<file path="src/rtl/rv_pkg.sv">
// rv_pkg: shared FSM/owner encodings and defaults for the unified-memory arbiter
package rv_pkg;
    typedef enum logic [1:0] {ST_IDLE, ST_ISSUE, ST_WAIT, ST_RESP} state_e;
    typedef enum logic {OWN_IF = 1'b0, OWN_DM = 1'b1} owner_e;
    localparam int STARVE_MAX_DEF = 4;
endpackage

</file>
<file path="src/rtl/rv_mem_arbiter_if.sv">
// rv_mem_arbiter_if: fetch port, data port and memory-side signals of the arbiter
interface rv_mem_arbiter_if #(
    parameter int ADDR_W = 64,
    parameter int DATA_W = 64
);
    logic              if_req_i;
    logic [ADDR_W-1:0] if_addr_i;
    logic              if_flush_i;
    logic              if_done_o;
    logic [31:0]       if_rdata_o;
    logic              if_stall_o;
    logic              dm_req_i;
    logic              dm_we_i;
    logic [ADDR_W-1:0] dm_addr_i;
    logic [DATA_W-1:0] dm_wdata_i;
    logic [DATA_W/8-1:0] dm_wstrb_i;
    logic              dm_done_o;
    logic [DATA_W-1:0] dm_rdata_o;
    logic              dm_stall_o;
    logic              mem_req_o;
    logic              mem_we_o;
    logic [ADDR_W-1:0] mem_addr_o;
    logic [DATA_W-1:0] mem_wdata_o;
    logic [DATA_W/8-1:0] mem_wstrb_o;
    logic              mem_gnt_i;
    logic              mem_rvalid_i;
    logic [DATA_W-1:0] mem_rdata_i;

    modport slave (
        input  if_req_i, if_addr_i, if_flush_i, dm_req_i, dm_we_i, dm_addr_i, dm_wdata_i, dm_wstrb_i,
               mem_gnt_i, mem_rvalid_i, mem_rdata_i,
        output if_done_o, if_rdata_o, if_stall_o, dm_done_o, dm_rdata_o, dm_stall_o,
               mem_req_o, mem_we_o, mem_addr_o, mem_wdata_o, mem_wstrb_o
    );
    modport master (
        output if_req_i, if_addr_i, if_flush_i, dm_req_i, dm_we_i, dm_addr_i, dm_wdata_i, dm_wstrb_i,
               mem_gnt_i, mem_rvalid_i, mem_rdata_i,
        input  if_done_o, if_rdata_o, if_stall_o, dm_done_o, dm_rdata_o, dm_stall_o,
               mem_req_o, mem_we_o, mem_addr_o, mem_wdata_o, mem_wstrb_o
    );
endinterface

</file>
<file path="src/rtl/rv_arb_pick.sv">
// rv_arb_pick: data-priority winner select with an instruction-starvation counter
module rv_arb_pick import rv_pkg::*; #(
    parameter int STARVE_MAX = STARVE_MAX_DEF
) (
    input  logic   clk,
    input  logic   rstn,
    input  logic   en,
    input  logic   if_req,
    input  logic   dm_req,
    output logic   valid,
    output owner_e owner
);
    logic [3:0] starve_cnt;
    logic       pick_if;

    assign pick_if = if_req && (!dm_req || starve_cnt == 4'(STARVE_MAX));
    assign valid   = if_req || dm_req;
    assign owner   = pick_if ? OWN_IF : OWN_DM;

    // Only data wins taken while a fetch waits count toward starvation
    always_ff @(posedge clk) begin
        if (!rstn)
            starve_cnt <= '0;
        else if (en && valid)
            starve_cnt <= pick_if ? 4'd0 : if_req ? starve_cnt + 4'd1 : starve_cnt;
    end
endmodule

</file>
<file path="src/rtl/rv_mem_arbiter.sv">
// rv_mem_arbiter: shares one single-port memory between the fetch and data ports,
// one transaction in flight, with flush-driven discard of stale fetch responses
module rv_mem_arbiter import rv_pkg::*; #(
    parameter int ADDR_W     = 64,
    parameter int DATA_W     = 64,
    parameter int STARVE_MAX = STARVE_MAX_DEF
) (
    input logic             clk,
    input logic             rstn,
    rv_mem_arbiter_if.slave bus
);
    state_e              state_q, state_d;
    owner_e              owner_q, gnt_owner;
    logic                gnt_valid, arb_en, latch, resp, flush_hit;
    logic                discard_q, if_done_q, dm_done_q, we_q;
    logic [ADDR_W-1:0]   addr_q;
    logic [DATA_W-1:0]   wdata_q, dm_rdata_q;
    logic [DATA_W/8-1:0] wstrb_q;
    logic [31:0]         if_rdata_q;

    rv_arb_pick #(.STARVE_MAX(STARVE_MAX)) u_pick (
        .clk    (clk),
        .rstn   (rstn),
        .en     (arb_en),
        .if_req (bus.if_req_i),
        .dm_req (bus.dm_req_i),
        .valid  (gnt_valid),
        .owner  (gnt_owner)
    );

    always_ff @(posedge clk) begin
        if (!rstn)
            state_q <= ST_IDLE;
        else
            state_q <= state_d;
    end

    always_comb begin
        state_d = state_q;
        case (state_q)
            ST_IDLE:  state_d = gnt_valid ? ST_ISSUE : ST_IDLE;
            ST_ISSUE: state_d = bus.mem_gnt_i ? ST_WAIT : ST_ISSUE;
            ST_WAIT:  state_d = bus.mem_rvalid_i ? ST_RESP : ST_WAIT;
            default:  state_d = ST_IDLE;
        endcase
    end

    always_comb begin
        arb_en    = state_q == ST_IDLE;
        latch     = arb_en && gnt_valid;
        resp      = state_q == ST_WAIT && bus.mem_rvalid_i;
        flush_hit = bus.if_flush_i && owner_q == OWN_IF && state_q != ST_IDLE;
    end

    // Done is registered on the WAIT->RESP edge so it is high exactly while in RESP
    always_ff @(posedge clk) begin
        if (!rstn) begin
            owner_q    <= OWN_IF;
            addr_q     <= '0;
            we_q       <= 1'b0;
            wdata_q    <= '0;
            wstrb_q    <= '0;
            discard_q  <= 1'b0;
            if_done_q  <= 1'b0;
            dm_done_q  <= 1'b0;
            if_rdata_q <= '0;
            dm_rdata_q <= '0;
        end else begin
            if (latch) begin
                owner_q <= gnt_owner;
                addr_q  <= gnt_owner == OWN_DM ? bus.dm_addr_i : bus.if_addr_i;
                we_q    <= gnt_owner == OWN_DM && bus.dm_we_i;
                wdata_q <= bus.dm_wdata_i;
                wstrb_q <= gnt_owner == OWN_DM ? bus.dm_wstrb_i : '0;
            end
            discard_q <= state_q == ST_RESP ? 1'b0 : discard_q || flush_hit;
            if_done_q <= resp && owner_q == OWN_IF && !(discard_q || flush_hit);
            dm_done_q <= resp && owner_q == OWN_DM;
            if (resp && owner_q == OWN_IF)
                if_rdata_q <= addr_q[2] ? bus.mem_rdata_i[63:32] : bus.mem_rdata_i[31:0];
            if (resp && owner_q == OWN_DM)
                dm_rdata_q <= bus.mem_rdata_i;
        end
    end

    assign bus.mem_req_o   = state_q == ST_ISSUE;
    assign bus.mem_we_o    = we_q;
    assign bus.mem_addr_o  = addr_q;
    assign bus.mem_wdata_o = wdata_q;
    assign bus.mem_wstrb_o = wstrb_q;
    assign bus.if_done_o   = if_done_q;
    assign bus.if_rdata_o  = if_rdata_q;
    assign bus.dm_done_o   = dm_done_q;
    assign bus.dm_rdata_o  = dm_rdata_q;
    assign bus.if_stall_o  = bus.if_req_i && !if_done_q;
    assign bus.dm_stall_o  = bus.dm_req_i && !dm_done_q;
endmodule

</file>
<file path="src/flat_wrapper.sv">
// flat-port wrapper written by rule: the top's interface ports become plain ports
module rv_mem_arbiter_flat import rv_pkg::*;
#(
    parameter int ADDR_W     = 64,
    parameter int DATA_W     = 64,
    parameter int STARVE_MAX = STARVE_MAX_DEF
)
  (clk, rstn, bus_if_req_i, bus_if_addr_i, bus_if_flush_i, bus_dm_req_i, bus_dm_we_i, bus_dm_addr_i, bus_dm_wdata_i, bus_dm_wstrb_i, bus_mem_gnt_i, bus_mem_rvalid_i, bus_mem_rdata_i, bus_if_done_o, bus_if_rdata_o, bus_if_stall_o, bus_dm_done_o, bus_dm_rdata_o, bus_dm_stall_o, bus_mem_req_o, bus_mem_we_o, bus_mem_addr_o, bus_mem_wdata_o, bus_mem_wstrb_o);
  rv_mem_arbiter_if #(.ADDR_W(ADDR_W), .DATA_W(DATA_W)) bus_i ();
  input logic clk;
  input logic rstn;
  input wire logic [$bits(bus_i.if_req_i)-1:0] bus_if_req_i;
  input wire logic [$bits(bus_i.if_addr_i)-1:0] bus_if_addr_i;
  input wire logic [$bits(bus_i.if_flush_i)-1:0] bus_if_flush_i;
  input wire logic [$bits(bus_i.dm_req_i)-1:0] bus_dm_req_i;
  input wire logic [$bits(bus_i.dm_we_i)-1:0] bus_dm_we_i;
  input wire logic [$bits(bus_i.dm_addr_i)-1:0] bus_dm_addr_i;
  input wire logic [$bits(bus_i.dm_wdata_i)-1:0] bus_dm_wdata_i;
  input wire logic [$bits(bus_i.dm_wstrb_i)-1:0] bus_dm_wstrb_i;
  input wire logic [$bits(bus_i.mem_gnt_i)-1:0] bus_mem_gnt_i;
  input wire logic [$bits(bus_i.mem_rvalid_i)-1:0] bus_mem_rvalid_i;
  input wire logic [$bits(bus_i.mem_rdata_i)-1:0] bus_mem_rdata_i;
  output wire logic [$bits(bus_i.if_done_o)-1:0] bus_if_done_o;
  output wire logic [$bits(bus_i.if_rdata_o)-1:0] bus_if_rdata_o;
  output wire logic [$bits(bus_i.if_stall_o)-1:0] bus_if_stall_o;
  output wire logic [$bits(bus_i.dm_done_o)-1:0] bus_dm_done_o;
  output wire logic [$bits(bus_i.dm_rdata_o)-1:0] bus_dm_rdata_o;
  output wire logic [$bits(bus_i.dm_stall_o)-1:0] bus_dm_stall_o;
  output wire logic [$bits(bus_i.mem_req_o)-1:0] bus_mem_req_o;
  output wire logic [$bits(bus_i.mem_we_o)-1:0] bus_mem_we_o;
  output wire logic [$bits(bus_i.mem_addr_o)-1:0] bus_mem_addr_o;
  output wire logic [$bits(bus_i.mem_wdata_o)-1:0] bus_mem_wdata_o;
  output wire logic [$bits(bus_i.mem_wstrb_o)-1:0] bus_mem_wstrb_o;
  assign bus_i.if_req_i = bus_if_req_i;
  assign bus_i.if_addr_i = bus_if_addr_i;
  assign bus_i.if_flush_i = bus_if_flush_i;
  assign bus_i.dm_req_i = bus_dm_req_i;
  assign bus_i.dm_we_i = bus_dm_we_i;
  assign bus_i.dm_addr_i = bus_dm_addr_i;
  assign bus_i.dm_wdata_i = bus_dm_wdata_i;
  assign bus_i.dm_wstrb_i = bus_dm_wstrb_i;
  assign bus_i.mem_gnt_i = bus_mem_gnt_i;
  assign bus_i.mem_rvalid_i = bus_mem_rvalid_i;
  assign bus_i.mem_rdata_i = bus_mem_rdata_i;
  assign bus_if_done_o = bus_i.if_done_o;
  assign bus_if_rdata_o = bus_i.if_rdata_o;
  assign bus_if_stall_o = bus_i.if_stall_o;
  assign bus_dm_done_o = bus_i.dm_done_o;
  assign bus_dm_rdata_o = bus_i.dm_rdata_o;
  assign bus_dm_stall_o = bus_i.dm_stall_o;
  assign bus_mem_req_o = bus_i.mem_req_o;
  assign bus_mem_we_o = bus_i.mem_we_o;
  assign bus_mem_addr_o = bus_i.mem_addr_o;
  assign bus_mem_wdata_o = bus_i.mem_wdata_o;
  assign bus_mem_wstrb_o = bus_i.mem_wstrb_o;
  rv_mem_arbiter #(.ADDR_W(ADDR_W), .DATA_W(DATA_W), .STARVE_MAX(STARVE_MAX)) u_core (.clk(clk), .rstn(rstn), .bus(bus_i));
endmodule
</file>
<file path="config.mk">
export PLATFORM = sky130hd
export DESIGN_NAME = rv_mem_arbiter_flat
export DESIGN_NICKNAME = d
export VERILOG_FILES = /design/src/rtl/rv_pkg.sv /design/src/rtl/rv_mem_arbiter_if.sv /design/src/rtl/rv_arb_pick.sv /design/src/rtl/rv_mem_arbiter.sv /design/src/flat_wrapper.sv
export SDC_FILE = /design/constraint.sdc
export NUM_CORES = 1
export LEC_CHECK = 0
export CORE_AREA = 2 2 199 201
export CTS_BUF_LIST = sky130_fd_sc_hd__clkbuf_4 sky130_fd_sc_hd__clkbuf_8
export DETAILED_ROUTE_END_ITERATION = 10
export DIE_AREA = 0 0 201 203
export GPL_ROUTABILITY_DRIVEN = 0
export GPL_TIMING_DRIVEN = 0
export HOLD_SLACK_MARGIN = 0.03
export SLEW_MARGIN = 20
export SYNTH_ARGS = -nofsm -noshare
export SYNTH_HDL_FRONTEND = slang
export SYNTH_HIERARCHICAL = 1
export SYNTH_SLANG_ARGS = --single-unit
</file>
<file path="constraint.sdc">
create_clock -name clk -period 2.35 [get_ports clk]
set_input_delay 0.3525 -clock clk [delete_from_list [all_inputs] [get_ports clk]]
set_output_delay 0.3525 -clock clk [all_outputs]
set_load 0.005 [all_outputs]
</file>
==> results of run 1 <==
==> layer usage <==
metal / wire length (um) / global-route usage (%) / part of all wire (%)
met4: 1160 / 7.62 / 2.9
met2: 19900 / 34.1 / 49
met1: 16800 / 22.3 / 41
met5: 0 / 0 / 0
met3: 2750 / 5.18 / 6.8
==> power groups by stage <==
stage / combinational, mW / sequential (mW) / clock (mW)
floorplan: 0.841 / 4.65 / 0
global placement: 2.23 / 4.63 / 0
detailed placement: 2.23 / 4.64 / 0
CTS: 2.25 / 4.55 / 4.44
global route: 2.39 / 4.58 / 4.62
finish: 2.21 / 4.55 / 4.25
==> layout make-up <==
type,count,area share (%)
Inverter,4,0.0896
Tap cell,518,3.87
Clock buffer,71,5.12
Buffer,91,3.22
Clock inverter,8,0.403
Sequential cell,243,29.0
Multi-Input combinational cell,750,27.9
Timing Repair Buffer,509,30.4
==> cell families (layout without fill, tap and decap cells) <==
kind of cell | after synthesis | in the layout | share of synthesized area, %
muxes | 97 | 97 | 9.62
adders and majority gates | 2 | 2 | 0.248
and+or+nand+nor | 409 | 409 | 16.1
AOI/OAI and AO/OA | 242 | 242 | 20.3
DFF | 243 | 243 | 48.2
buffers and inverters | 95 | 683 | 5.46
==> worst max-delay path: cells and delay by family <==
kind	cells	cell delay (ns)
compound gates	1	0.25
buf+inv	3	2.06
==> path summary, 6_finish.rpt <==
path	depth (start not counted)	end	start
worst min register to register	2	u_core/bus.mem_wdata_o[57]	u_core/bus.mem_wdata_o[57]
worst min-delay path	3	u_core/bus.mem_wdata_o[53]	bus_dm_wdata_i[53]
worst max-delay path	4	u_core/bus.mem_addr_o[39]	rstn
worst max register to register	10	u_core/bus.mem_addr_o[21]	u_core/u_pick/starve_cnt[0]
==> registers in the layout, indices dropped and copies added (netlist names), 2 cells and up <==
| name | cells |
|---|---|
| u_core/bus.dm_rdata_o | 64 |
| u_core/bus.if_rdata_o | 32 |
| u_core/bus.mem_addr_o | 64 |
| u_core/bus.mem_wdata_o | 64 |
| u_core/bus.mem_wstrb_o | 8 |
| u_core/state_q | 2 |
| u_core/u_pick/starve_cnt | 4 |
==> per-stage QoR <==
| step | worst slack, ns | power (mW) | instance area (sq um) | cells |
|---|---|---|---|---|
| 3_5_place_dp | -0.584 | 6.87 | 15800 | 2115 |
| 5_1_grt | 0.00539 | 11.6 | 16800 | 2194 |
| 3_3_place_gp | -0.566 | 6.85 | 15800 | 2115 |
| 2_1_floorplan | 0.624 | 5.49 | 10100 | 1088 |
| 6_report | 0.166 | 11.0 | 16800 | 2194 |
| 4_1_cts | 0.0126 | 11.2 | 16800 | 2194 |
==> cell usage in the layout (no fill, tap or decap), types with 2 or more instances in the layout <==
master,count
clkdlybuf4s50_1,509
nand2_1,373
dfxtp_1,243
mux2i_1,97
o211a_1,96
a21boi_0,80
a21boi_1,60
clkbuf_8,52
buf_2,34
clkbuf_1,28
clkbuf_4,19
buf_4,15
buf_6,13
nand3_1,12
clkinv_2,6
nor2b_1,6
inv_1,4
nor2_1,3
o21a_1,2
and2_1,2
or3_1,2
o21ai_0,2
ha_1,2
==> reports/qor.csv, run 1 <==
metric;value;unit
num_vias;9781;
power_density;657;nW/um^2
crit_type;in2reg;
maxCapViolCount;0;
cp-end-kind;register;
routedWlPerCell;18.5;um
synth_top_area_share;48.2;%
syn_inst;1088;
synth_flop_cell;dfxtp_1;
hpwl;31200;um
syn-cell-area;10100;sq um
grt_pass1_wl;60400;um
dieHeight;203;um
num_io_pins;510;
diodes;0;
critPathMaxStageDelay;0.71;ns
layout-drive-gt1-share;8.71;%
rsz0062_at_grt;false;
routed_via_density;4.46;
areaGrowthSynthToFinish;66.1;%
syn_avg_cell_area;9.27;sq um
critPathLaunchType;input port;
io_buffers;509;
die_x;201;um
track_usage;19.4;%
swShare;26.4;%
async_reset_ff_share;0;%
cts_buffer_depth;3;
fill_cells;3836;
ctsResizeCount;1;
synth_top_area_cell;dfxtp_1;
internal-power;8.11;mW
grt_pass1_vias;10100;
ys_ff_latch;243;
skew;0.0258;ns
cts_tree;done;
p_seq_share;41.3;%
first_pass_iters;4;
grt_overflow_total;0;
fin_util;43.6;%
numCtsBuffers;47;
start_util;26.2;%
finalSetupViolations;0;
die_area;40800;sq um
report.final.slew_viol_count;0;
p_switching;2.91;mW
cp.required;2.86;ns
power_frac_comb;20.1;%
fin_setup_tns;0;ns
fin_nets;1920;
clock_latency;0.58;ns
regArea;4860;sq um
ys_warn_count;6;
fin_hold_ws;0.315;ns
postRouteAntennaNets;0;
syn_nets;1362;
post-cts-setup-buffer-count;0;
dr.first_iter.drc_count;340;
status;complete, no violations;
cp.arrival;2.69;ns
antenna_found_initial;0;
cts_sinks;243;
hold_path.class;in2reg;
core_area;38500;sq um
grt_max_degree;12;
crit_chain;clkdlybuf4s50_1 > clkbuf_1 > clkbuf_1 > o211a_1;
clk_pin_slew_worst_paths;0.06;ns
layout_min_cycle_time;2.18;ns
multiInputGateArea;4680;sq um
htreeDepth;2;
ys_top_cells_by_area;dfxtp_1, nand2_1, mux2i_1;
synth_edf_count;0;
max-slew-margin-rel;45.5;%
worst-path-max-fanout;10;
rows;72;
cp_common_cell;clkbuf_1;
drc;0;
synth_common_cells;nand2_1, dfxtp_1, mux2i_1;
r2r_slack;0.18;ns
ys_types;32;
ctsHoldBuffers;0;
vdd_drop_max;334;uV
synth_most_common_cell;nand2_1;
hold_viol;0;
wl;40600;um
p_clk_share;38.6;%
slowest_stage;clkdlybuf4s50_1;
root_buffer;clkbuf_8;
worstMarginPinSlew;0.817;ns
min_period_over_period;92.9;%
p_leak;7.39;nW
seq_area_frac_synth;48.2;%
fmax;458;MHz
Note: power is estimated with default switching activity, not from simulation.
==> run 2: changes to the inputs <==
Settings changed: CORE_AREA 2 2 199 201 to 2 2 200 202, DIE_AREA 0 0 201 203 to 0 0 202 204.
==> reports/qor.csv, run 2 (synthesis results as in run 1) <==
metric;value;unit;change
status;complete, no violations;;
fin_nets;1919;;-0.052%
maxCapViolCount;0;;unchanged
areaGrowthSynthToFinish;66.3;%;
dp_cells;2122;;+0.33%
holdPathStages;3;;unchanged
routedWlPerCell;18.5;um;-0.21%
core_area;39200;sq um;+1.9%
met3_usage;5.76;%;+0.57 points
die_area;41200;sq um;+0.99%
cp.arrival;2.74;ns;+0.05 ns
cp-end-kind;register;;
antenna_found_initial;0;;unchanged
dr.first_iter.drc_count;339;;-0.29%
wl;40600;um;about the same
fin_util;42.8;%;-0.75 points
reg2regPathDepth;10;;unchanged
clk_pin_slew_worst_paths;0.06;ns;about the same
finalPower;11.1;mW;+0.86%
max-slew-margin-rel;42.1;%;-3.4 points
hpwl;31300;um;+0.17%
cts_buffer_depth;3;;unchanged
cts_sinks;243;;unchanged
track_usage;19.0;%;-0.35 points
min_to;u_core/bus.mem_wdata_o[45];;
htreeDepth;2;;unchanged
hold_path.class;in2reg;;
grtUsageMet1;22.2;%;-0.16 points
power_density;662;nW/um^2;+0.75%
grt-busiest-layer;met2;;
drc;0;;unchanged
final_cells;2199;;+0.23%
skew;0.0197;ns;-0.00605 ns
layout-drive-gt1-share;8.60;%;-0.11 points
layout_min_cycle_time;2.21;ns;+0.0258 ns
cp.required;2.88;ns;+0.02 ns
postRouteAntennaNets;0;;unchanged
dieHeight;204;um;+0.49%
numCtsBuffers;46;;-2.1%
die_x;202;um;+0.50%
clock_latency;0.60;ns;+0.02 ns
p_leak;7.41;nW;+0.17%
num_io_pins;510;;unchanged
worstMarginPinSlew;0.869;ns;+0.0512 ns
layout_common_cells;clkdlybuf4s50_1, nand2_1, dfxtp_1, mux2i_1, o211a_1;;
rsz0062_at_grt;false;;
grt_pass1_vias;10000;;-0.86%
vdd_drop_max;345;uV;+3.0%
num_vias;9771;;-0.10%
fmax;453;MHz;-1.2%
rows;73;;+1.4%
worst-path-max-fanout;10;;unchanged
root_buffer;clkbuf_8;;
report.final.slew_viol_count;0;;unchanged
grt_pass1_wl;59700;um;-1.1%
crit_type;in2reg;;
routed_via_density;4.44;;-0.33%
cts_tree;done;;
grt.met2_usage;32.7;%;-1.4 points
hold_viol;0;;unchanged
mostFrequentLayoutCell;clkdlybuf4s50_1;;
critPathLaunchType;input port;;
ctsHoldBuffers;0;;unchanged
grt_max_degree;12;;unchanged
first_pass_iters;5;;+1
diodes;0;;unchanged
grt_overflow_total;0;;unchanged
r2r_end;u_core/bus.mem_addr_o[60];;
start_util;25.8;%;-0.48 points
timing.rr.start;u_core/u_pick/starve_cnt[0];;
io_buffers;509;;unchanged
min_period_over_period;94.0;%;+1.1 points
r2r_slack;0.20;ns;+0.02 ns
finalSetupViolations;0;;unchanged
holdCritStartpoint;bus_dm_wdata_i[45];;
==> run 2: cell types whose count changed in the layout (fill, tap and decap cells not counted) <==
cell	delta
bufinv_16	+1
buf_4	-1
clkbuf_8	-2
buf_6	+1
clkinv_2	-3
clkbuf_4	+2
clkdlybuf4s50_1	-1
dlymetal6s2s_1	+1
==> run 2: worst max-delay path by stage <==
| stage | cells past startpoint | end | start | slack, ns |
|---|---|---|---|---|
| floorplan | 10 | u_core/bus.mem_addr_o[31] | u_core/u_pick/starve_cnt[0] | 0.62 |
| global placement | 4 | u_core/bus.mem_addr_o[40] | rstn | -0.59 |
| detailed placement | 4 | u_core/bus.mem_addr_o[42] | rstn | -0.55 |
| CTS | 10 | u_core/bus.mem_addr_o[32] | u_core/u_pick/starve_cnt[0] | 0.02 |
| global route | 10 | u_core/bus.mem_addr_o[59] | u_core/u_pick/starve_cnt[0] | 0.02 |
| finish | 4 | u_core/bus.mem_addr_o[40] | rstn | 0.14 |
==> run 2: final cells by class <==
cell class                 count  area [sq um]
inverter                       4          15.0
buffer                        91           543
clock inverter                 6          82.6
fill                        3942         22400
sequential                   243          4860
multi-input combinational    750          4680
timing repair buffer         509          5100
clock buffer                  71           846
tap                          525           657
==> run 2: routing by layer <==
metal / up-vias / part of all wire, %
li1: 4799 / -
met1: 4537 / 41
met2: 354 / 48
met3: 81 / 7.2
met4: 0 / 3.5
met5: - / 0
==> run 2: per-stage QoR <==
| step | instance area, sq um | setup TNS [ns] | hold WS, ns | worst slack [ns] |
|---|---|---|---|---|
| final | 16800 | 0 | 0.300 | 0.140 |
| after floorplan | 10100 | 0 | 0.451 | 0.624 |
| after global routing | 16800 | 0 | 0.264 | 0.0244 |
| after global placement | 15800 | -60.79 | 0.441 | -0.593 |
| after CTS | 16800 | 0 | 0.224 | 0.0213 |
| after detailed placement | 15800 | -58.54 | 0.444 | -0.555 |
==> run 2: report_power, final <==
part	leakage, nW	total [mW]	switching (mW)	internal, mW
clock network	0.496	4.34	1.86	2.49
registers	1.99	4.55	0.149	4.40
logic	4.92	2.22	0.933	1.28
total	7.41	11.1	2.94	8.17
==> run 2: critical path, stage by stage <==
cell             delay (ns)
clkdlybuf4s50_1        0.78
clkbuf_1               0.71
clkbuf_1               0.64
o211a_1                0.24
==> run 2: what timing repair did <==
item | CTS | global route
gates resized for setup | 1 | 4
endpoints found under the setup margin | 9 | 41
pin swaps | 0 | 0
buffers inserted | 0 | 0
